===== src/rtl/strand_instruction_fifo.sv =====
`default_nettype none
// ============================================================================
// Module      : strand_instruction_fifo
// Description : Per-strand instruction buffer between fetch and strand select.
//               STRAND_COUNT independent circular queues of DEPTH entries that
//               share one strand-tagged enqueue port. Each strand has its own
//               dequeue and flush. Overflow and underflow are reported through
//               sticky error flags.
// Revision    : 1.0 - initial release
// ============================================================================
module strand_instruction_fifo #(
    parameter int WIDTH           = 64,
    parameter int DEPTH           = 4,
    parameter int ADDR_WIDTH      = 2,
    parameter int STRAND_COUNT    = 4,
    parameter int STRAND_ID_WIDTH = 2,
    parameter int REQUEST_MARGIN  = 1
) (
    input  logic                          clk,
    input  logic                          reset,
    input  logic [STRAND_COUNT-1:0]       flush_i,
    input  logic                          enqueue_i,
    input  logic [STRAND_ID_WIDTH-1:0]    enqueue_strand_i,
    input  logic [WIDTH-1:0]              value_i,
    input  logic [STRAND_COUNT-1:0]       dequeue_i,
    output logic [STRAND_COUNT-1:0]       instruction_request_o,
    output logic [STRAND_COUNT-1:0]       instruction_ready_o,
    output logic [STRAND_COUNT*WIDTH-1:0] value_o,
    output logic [STRAND_COUNT-1:0]       overflow_o,
    output logic [STRAND_COUNT-1:0]       underflow_o
);

    // Pointers carry one extra wrap bit so full and empty can be told apart.
    localparam int                PTR_W      = ADDR_WIDTH + 1;
    localparam logic [PTR_W-1:0]  c_FULL     = PTR_W'(DEPTH);
    // Fetch may issue only while this many entries or fewer will be held.
    localparam logic [PTR_W-1:0]  c_REQ_MAX  = PTR_W'(DEPTH - 1 - REQUEST_MARGIN);

    for (genvar s = 0; s < STRAND_COUNT; s++) begin : g_strand
        logic [PTR_W-1:0] rptr_q, rptr_d;
        logic [PTR_W-1:0] wptr_q, wptr_d;
        logic             ovf_q, ovf_d;
        logic             unf_q, unf_d;
        logic [WIDTH-1:0] mem_q [DEPTH];

        logic [PTR_W-1:0] w_count;
        logic [PTR_W-1:0] w_count_nxt;
        logic             w_empty;
        logic             w_full;
        logic             w_enq;
        logic             w_deq;
        logic             w_enq_ok;
        logic             w_deq_ok;

        // Accept/reject decisions and next pointer/flag values for this strand.
        always_comb begin
            w_count     = wptr_q - rptr_q;
            w_empty     = (rptr_q == wptr_q);
            w_full      = (rptr_q[ADDR_WIDTH-1:0] == wptr_q[ADDR_WIDTH-1:0]) &&
                          (rptr_q[ADDR_WIDTH] != wptr_q[ADDR_WIDTH]);
            w_enq       = enqueue_i && (enqueue_strand_i == STRAND_ID_WIDTH'(s));
            w_deq       = dequeue_i[s];
            // A full queue can still take a write when it is popped the same
            // cycle; full implies non-empty, so the pop is always accepted.
            w_deq_ok    = !flush_i[s] && w_deq && !w_empty;
            w_enq_ok    = !flush_i[s] && w_enq && (!w_full || w_deq);
            rptr_d      = rptr_q;
            wptr_d      = wptr_q;
            ovf_d       = ovf_q;
            unf_d       = unf_q;
            w_count_nxt = '0;
            if (flush_i[s]) begin
                // Flush discards same-cycle traffic silently; flags persist.
                rptr_d = '0;
                wptr_d = '0;
            end else begin
                w_count_nxt = w_count + PTR_W'(w_enq_ok) - PTR_W'(w_deq_ok);
                if (w_deq_ok) rptr_d = rptr_q + PTR_W'(1);
                if (w_enq_ok) wptr_d = wptr_q + PTR_W'(1);
                if (w_enq && !w_enq_ok) ovf_d = 1'b1;
                if (w_deq && w_empty)   unf_d = 1'b1;
            end
        end

        // Pointer and sticky error flag registers.
        always_ff @(posedge clk) begin
            if (reset) begin
                rptr_q <= '0;
                wptr_q <= '0;
                ovf_q  <= 1'b0;
                unf_q  <= 1'b0;
            end else begin
                rptr_q <= rptr_d;
                wptr_q <= wptr_d;
                ovf_q  <= ovf_d;
                unf_q  <= unf_d;
            end
        end

        // Entry storage; contents after reset are hidden by the output mask.
        always_ff @(posedge clk) begin
            if (!reset && w_enq_ok) begin
                mem_q[wptr_q[ADDR_WIDTH-1:0]] <= value_i;
            end
        end

        assign instruction_ready_o[s]   = !w_empty;
        assign instruction_request_o[s] = (w_count_nxt <= c_REQ_MAX);
        assign value_o[s*WIDTH +: WIDTH] = w_empty ? '0 : mem_q[rptr_q[ADDR_WIDTH-1:0]];
        assign overflow_o[s]            = ovf_q;
        assign underflow_o[s]           = unf_q;
    end

endmodule
`default_nettype wire


===== config.mk =====
export PLATFORM = sky130hd
export DESIGN_NAME = strand_instruction_fifo
export DESIGN_NICKNAME = d
export VERILOG_FILES = /design/src/rtl/strand_instruction_fifo.sv
export SDC_FILE = /design/constraint.sdc
export NUM_CORES = 1
export LEC_CHECK = 0
export CORE_ASPECT_RATIO = 1.5
export CORE_MARGIN = 1
export CORE_UTILIZATION = 36
export CTS_BUF_LIST = sky130_fd_sc_hd__clkbuf_8
export DETAILED_ROUTE_END_ITERATION = 16
export PLACE_DENSITY = 0.59
export SETUP_SLACK_MARGIN = 0.05
export SLEW_MARGIN = 20
export SYNTH_ARGS = -nofsm -noshare
export SYNTH_HDL_FRONTEND = slang
export SYNTH_SLANG_ARGS = --single-unit

===== constraint.sdc =====
create_clock -name clk -period 9.6 [get_ports clk]
set_clock_uncertainty 0.2 [all_clocks]
set_input_delay 1.92 -clock clk [delete_from_list [all_inputs] [get_ports clk]]
set_output_delay 1.92 -clock clk [all_outputs]
set_load 0.01 [all_outputs]

==> results_dict.tcl, run 1 <==
set metrics [dict create \
    dr_total_vias 20280 \
    final_core_util_pct 43.63 \
    grt_use_total_pct 18.95 \
    timing.rr.start "g_strand[2].wptr_q[0]" \
    syn_area_per_cell_um2 21.56 \
    fp-row-count 151 \
    cts_tree "done" \
    hold_end "g_strand[2].unf_q" \
    grt_max_degree 67 \
    tightest_slew_ps 978.9 \
    grt_pass1_wl_mm 155.7 \
    syn_inst 1914 \
    pre_cts_ws_ps 2641 \
    drive_gt1_share_pct 21.18 \
    fin_nets 2476 \
    routed_via_density 5.143 \
    die_height_um 416.7 \
    io_pins 349 \
    drv_cap 0 \
    critical_path_required_ps 7480 \
    hold_violations 0 \
    p_per_area_nw_per_um2 178.7 \
    drt-total-wl_mm 108.6 \
    setup_slack_ps 2519 \
    yosysWarnings 0 \
    fin_area_um2 49460 \
    synthesis.nets 2031 \
    yosys.cell_types.count 32 \
    clock_power_share_pct 40.0 \
    critPathMaxFanout 66 \
    root_buffer "clkbuf_8" \
    start_util_pct 36.40 \
    fp.dieW_um 278.4 \
    p_total_uw 8840 \
    worst_setup_path_start_kind "flop" \
    firstDrtPassIters 5 \
    drc_errors 0 \
    rsz0062_at_grt "no" \
    clock_path_buffers 3 \
    r2r_slack_ps 6410 \
    seq_power_share_pct 57.8 \
    setup_violations 0 \
    relSlewSlack_pct 34.74 \
    grt_pass1_vias 22230 \
    core_um2 113400 \
    synthTopCellsByArea "edfxtp_1, mux4_2, and2_1" \
    period_share_pct 73.76 \
    postRouteAntennaNets 0 \
    outcome "finished, final reports clean" \
    avgRoutedWirePerCell_um 27.54 \
    yosysMostFrequentCell "edfxtp_1" \
    clock-sinks 1064 \
    post_cts_buffers 0 \
    p_comb_share_pct 2.2 \
    dieArea_um2 116000 \
    n_fill_cell 9840 \
    internal_power_uw 6935 \
    grt_overflow 0 \
    critPathKind "flop to output pin" \
    synth_area_um2 41270 \
    h-tree-depth 4 \
    syn2layout_area_growth_pct 19.86 \
    synthArstFlopShare_pct 0 \
    synth_common_cells "edfxtp_1, and2_1, mux4_2" \
    ctsHoldBuffers 0 \
    hpwlAfterDp_mm 63.85 \
    drtIter0Drc 1473 \
    cts_buffers 161 \
    synth_top_cell_area_share_pct 74.52 \
    fmax_mhz 141.2 \
    synth_seq_cells 1064 \
    multi_input_area_um2 9149 \
    worstReg2RegEnd "g_strand[2].mem_q[2][9]" \
    critPathArrivalTime_ps 4960 \
    min_period_ps 7081 \
    insertion_delay_ps 830 \
    post_cts_resized 0 \
    hold_start "g_strand[2].unf_q" \
    dpl-instance-area_um2 46430 \
    yosysSeqAreaShare_pct 76.46 \
    holdPathStages 2 \
    ir_drop_mv 0.1082 \
    end_kind "output pin" \
    antenna_found_initial 5 \
    clk_pin_slew_ps 60 \
    min_path_type "flop to flop" \
    seq_area_um2 31580 \
    r2r_cells 5 \
    synth_edf_count 1024 \
    gp_congestion 0.7639 \
    ys.flop_type "edfxtp_1" \
    swShare_pct 21.55 \
    io_buffers 348 \
    slew_violations 0 \
    leakage_uw 0.01570 \
    switchingPower_uw 1905 \
    yosysTopAreaCell "edfxtp_1" \
    fin_setup_tns_ps 0 \
]
state kept, by name, summed over array words and instances, names as in the netlist, named ones only:
register	flops
g_strand.ovf_q	4
g_strand.unf_q	4
g_strand.wptr_q	12
g_strand.rptr_q	12
g_strand.mem_q	1024
how the worst max path moves through the flow:
stage                                startpoint                  endpoint  cells after the start
after floorplan             enqueue_strand_i[1]   g_strand[0].mem_q[3][0]                      3
after global placement             dequeue_i[3]  instruction_request_o[3]                     12
after detailed placement           dequeue_i[2]  instruction_request_o[2]                     12
after CTS                 g_strand[2].rptr_q[1]  instruction_request_o[2]                     15
after global routing      g_strand[2].rptr_q[1]  instruction_request_o[2]                     15
final                     g_strand[2].wptr_q[0]  instruction_request_o[2]                     15
cells in the final DEF, fill, tap and decap left out, types with 13 or more instances in the layout:
cell	synthesis	final
ha_1	32	32
edfxtp_1	1024	1024
clkinv_2	0	13
inv_1	40	94
xnor2_1	20	20
and2_1	268	256
nor2_1	36	36
dfxtp_1	40	32
clkbuf_8	0	163
clkdlybuf4s50_1	0	348
clkinv_1	0	42
buf_4	12	30
mux4_2	256	256
through the flow:
stage	hold slack (ps)	cells
after global routing	323.2	3942
after CTS	285.0	3940
after detailed placement	267.4	3648
after global placement	265.4	3648
after floorplan	238.0	1914
final	277.4	3943
routing by layer:
metal / part of all wire [%] / vias to the layer above / global-route usage (%)
met2: 55 / 628 / 34.98
li1: - / 8550 / -
met4: 2.1 / 2 / 5.759
met3: 4.9 / 154 / 3.615
met5: 0.016 / - / 0
met1: 38 / 10940 / 22.05
kinds of logic after synthesis:
kind of cell	share of synthesized area (%)
simple gates	4.969
buf+inv	1.510
mux	14.17
flops	76.46
compound gates	0.6307
fa+ha+maj	1.358
xor+xnor	0.9096
worst max-delay path: stages (launching register included):
cell	delay (ps)
dfxtp_1	480
xor2_2	340
nor3_1	140
clkinv_2	60
buf_4	710
nand3_1	250
fa_1	420
inv_1	90
fa_1	420
inv_1	80
ha_1	160
xnor2_1	130
xnor2_1	150
nand2_1	80
nand2_1	80
clkdlybuf4s50_1	540
power groups by stage:
stage	clock network (uW)	logic, uW	registers, uW
2_1_floorplan	0	55.9	5200
3_3_place_gp	0	191	5200
3_5_place_dp	0	200	5200
4_1_cts	3650	201	5110
5_1_grt	3820	213	5100
6_report	3540	197	5110
layout make-up:
type / instances / area share, %
Clock buffer: 163 / 4.536
Tap cell: 1453 / 3.676
Sequential cell: 1064 / 63.85
Timing Repair Buffer: 380 / 7.579
Multi-Input combinational cell: 712 / 18.50
Inverter: 40 / 0.3137
Antenna cell: 2 / 0.01012
Clock inverter: 129 / 1.538
Note: power is estimated with default switching activity, not from simulation.
==> run 2, diff against run 1 <==
==> constraint.sdc (replaced) <==
create_clock -name clk -period 7.35 [get_ports clk]
set_clock_uncertainty 0.2 [all_clocks]
set_input_delay 1.47 -clock clk [delete_from_list [all_inputs] [get_ports clk]]
set_output_delay 1.47 -clock clk [all_outputs]
set_load 0.01 [all_outputs]
==> results_dict.tcl, run 2 (synthesis results as in run 1) <==
set metrics [dict create \
    outcome "finished, final reports clean" \
    period_share_pct 82.39 \
    antenna_found_initial 5 \
    start_util_pct 36.40 \
    worst_setup_path_start_kind "primary input" \
    final_common_cell "edfxtp_1" \
    critPathArrivalTime_ps 4390 \
    routed_via_density 5.129 \
    cts_tree "done" \
    dp.cells 3649 \
    rsz0062_at_grt "no" \
    critPathMaxFanout 6 \
    fp.dieW_um 278.4 \
    r2r_cells 5 \
    grt_max_degree 66 \
    post_cts_buffers 0 \
    largest_reg_flops 1024 \
    dr_total_vias 20160 \
    min_path_type "flop to flop" \
    min_period_ps 6056 \
    grt_pass1_wl_mm 154.1 \
    critPathKind "primary input to output pin" \
    hpwlAfterDp_mm 63.55 \
    fin_cells 3930 \
    grt_pass1_vias 22030 \
    drc_errors 0 \
    die_height_um 416.7 \
    hold_start "g_strand[0].ovf_q" \
    drtIter0Drc 1281 \
    hold_violations 0 \
    ctsHoldBuffers 0 \
    firstDrtPassIters 5 \
    grt_use_total_pct 18.72 \
    slew_violations 0 \
    root_buffer "clkbuf_8" \
    end_kind "output pin" \
    tightest_slew_ps 1061 \
    hold_end "g_strand[0].ovf_q" \
    fmax_mhz 165.1 \
    fin_nets 2475 \
    avgRoutedWirePerCell_um 27.33 \
    worstReg2RegEnd "g_strand[1].mem_q[2][1]" \
    post_cts_resized 0 \
    clk_pin_slew_ps 60 \
    io_buffers 348 \
    core_um2 113400 \
    timing.rr.start "g_strand[1].wptr_q[2]" \
    p_per_area_nw_per_um2 232.0 \
    drv_cap 0 \
    postRouteAntennaNets 0 \
    h-tree-depth 4 \
    grt_overflow 0 \
    clock-sinks 1064 \
    leakage_uw 0.01563 \
    drive_gt1_share_pct 21.57 \
    insertion_delay_ps 840 \
    cts_buffers 158 \
    fp-row-count 151 \
    r2r_slack_ps 4170 \
    critical_path_required_ps 5680 \
    fin_setup_tns_ps 0 \
    gp_congestion 0.8129 \
    mostFrequentLayoutCells "edfxtp_1, clkdlybuf4s50_1, mux4_2, and2_1, clkbuf_8" \
    n_fill_cell 9734 \
    holdPathStages 2 \
    ir_drop_mv 0.1303 \
    drt-total-wl_mm 107.4 \
    syn2layout_area_growth_pct 19.77 \
    setup_violations 0 \
    io_pins 349 \
    dieArea_um2 116000 \
    p_total_uw 11470 \
    relSlewSlack_pct 29.24 \
    clock_path_buffers 3 \
    hold_slack_ps 286.6 \
]
## run 2: layer usage
layer / vias up / part of all wire [%] / global-route usage [%]
li1: 8555 / - / -
met1: 10840 / 39 / 21.78
met2: 599 / 55 / 34.64
met3: 162 / 4.2 / 3.246
met4: 4 / 2.4 / 6.143
met5: - / 0.021 / 0
## run 2: layout make-up
| class | count | area [um^2] | share of cell area (%) |
|---|---|---|---|
| well taps | 1453 | 1818 | 3.678 |
| diodes | 1 | 2.502 | 0.005063 |
| clock inverters | 119 | 740.7 | 1.499 |
| inverters | 40 | 155.1 | 0.3139 |
| repair buffers | 382 | 3796 | 7.681 |
| multi-input cells | 712 | 9143 | 18.50 |
| clock buffers | 159 | 2188 | 4.428 |
| flip-flops and latches | 1064 | 31580 | 63.90 |
## run 2: stage by stage
step                util [%]  worst slack [ps]  area [um^2]
detailed placement     40.97              1310        46440
global route           43.60              1113        49420
global placement       40.97              1337        46440
floorplan                  -             237.1        41270
finish                 43.60              1294        49420
CTS                    43.56              1292        49370
## run 2: worst max-delay path by stage
| stage | start | endpoint | slack (ps) | cells after the start |
|---|---|---|---|---|
| 6_report | dequeue_i[1] | instruction_request_o[1] | 1290 | 12 |
| 5_1_grt | dequeue_i[2] | instruction_request_o[2] | 1110 | 12 |
| 2_1_floorplan | enqueue_strand_i[1] | g_strand[0].mem_q[3][0] | 240 | 3 |
| 3_5_place_dp | dequeue_i[0] | instruction_request_o[0] | 1310 | 12 |
| 3_3_place_gp | dequeue_i[0] | instruction_request_o[0] | 1340 | 12 |
| 4_1_cts | dequeue_i[0] | instruction_request_o[0] | 1290 | 12 |
## run 2: power breakdown
part	leakage, uW	total [uW]	switching [uW]	internal (uW)
combinational	0.00444	261	164	97.3
clock	0.00165	4540	2290	2250
sequential	0.00954	6670	6.35	6660
## run 2: critical path: stages
cell and delay [ps]:
clkdlybuf4s50_1 620, nand3_1 200, fa_1 410, inv_1 80, fa_1 410, inv_1 70, ha_1 150, xnor2_1 150
xnor2_1 160, nand2_1 80, nand2_1 60, clkdlybuf4s50_1 540
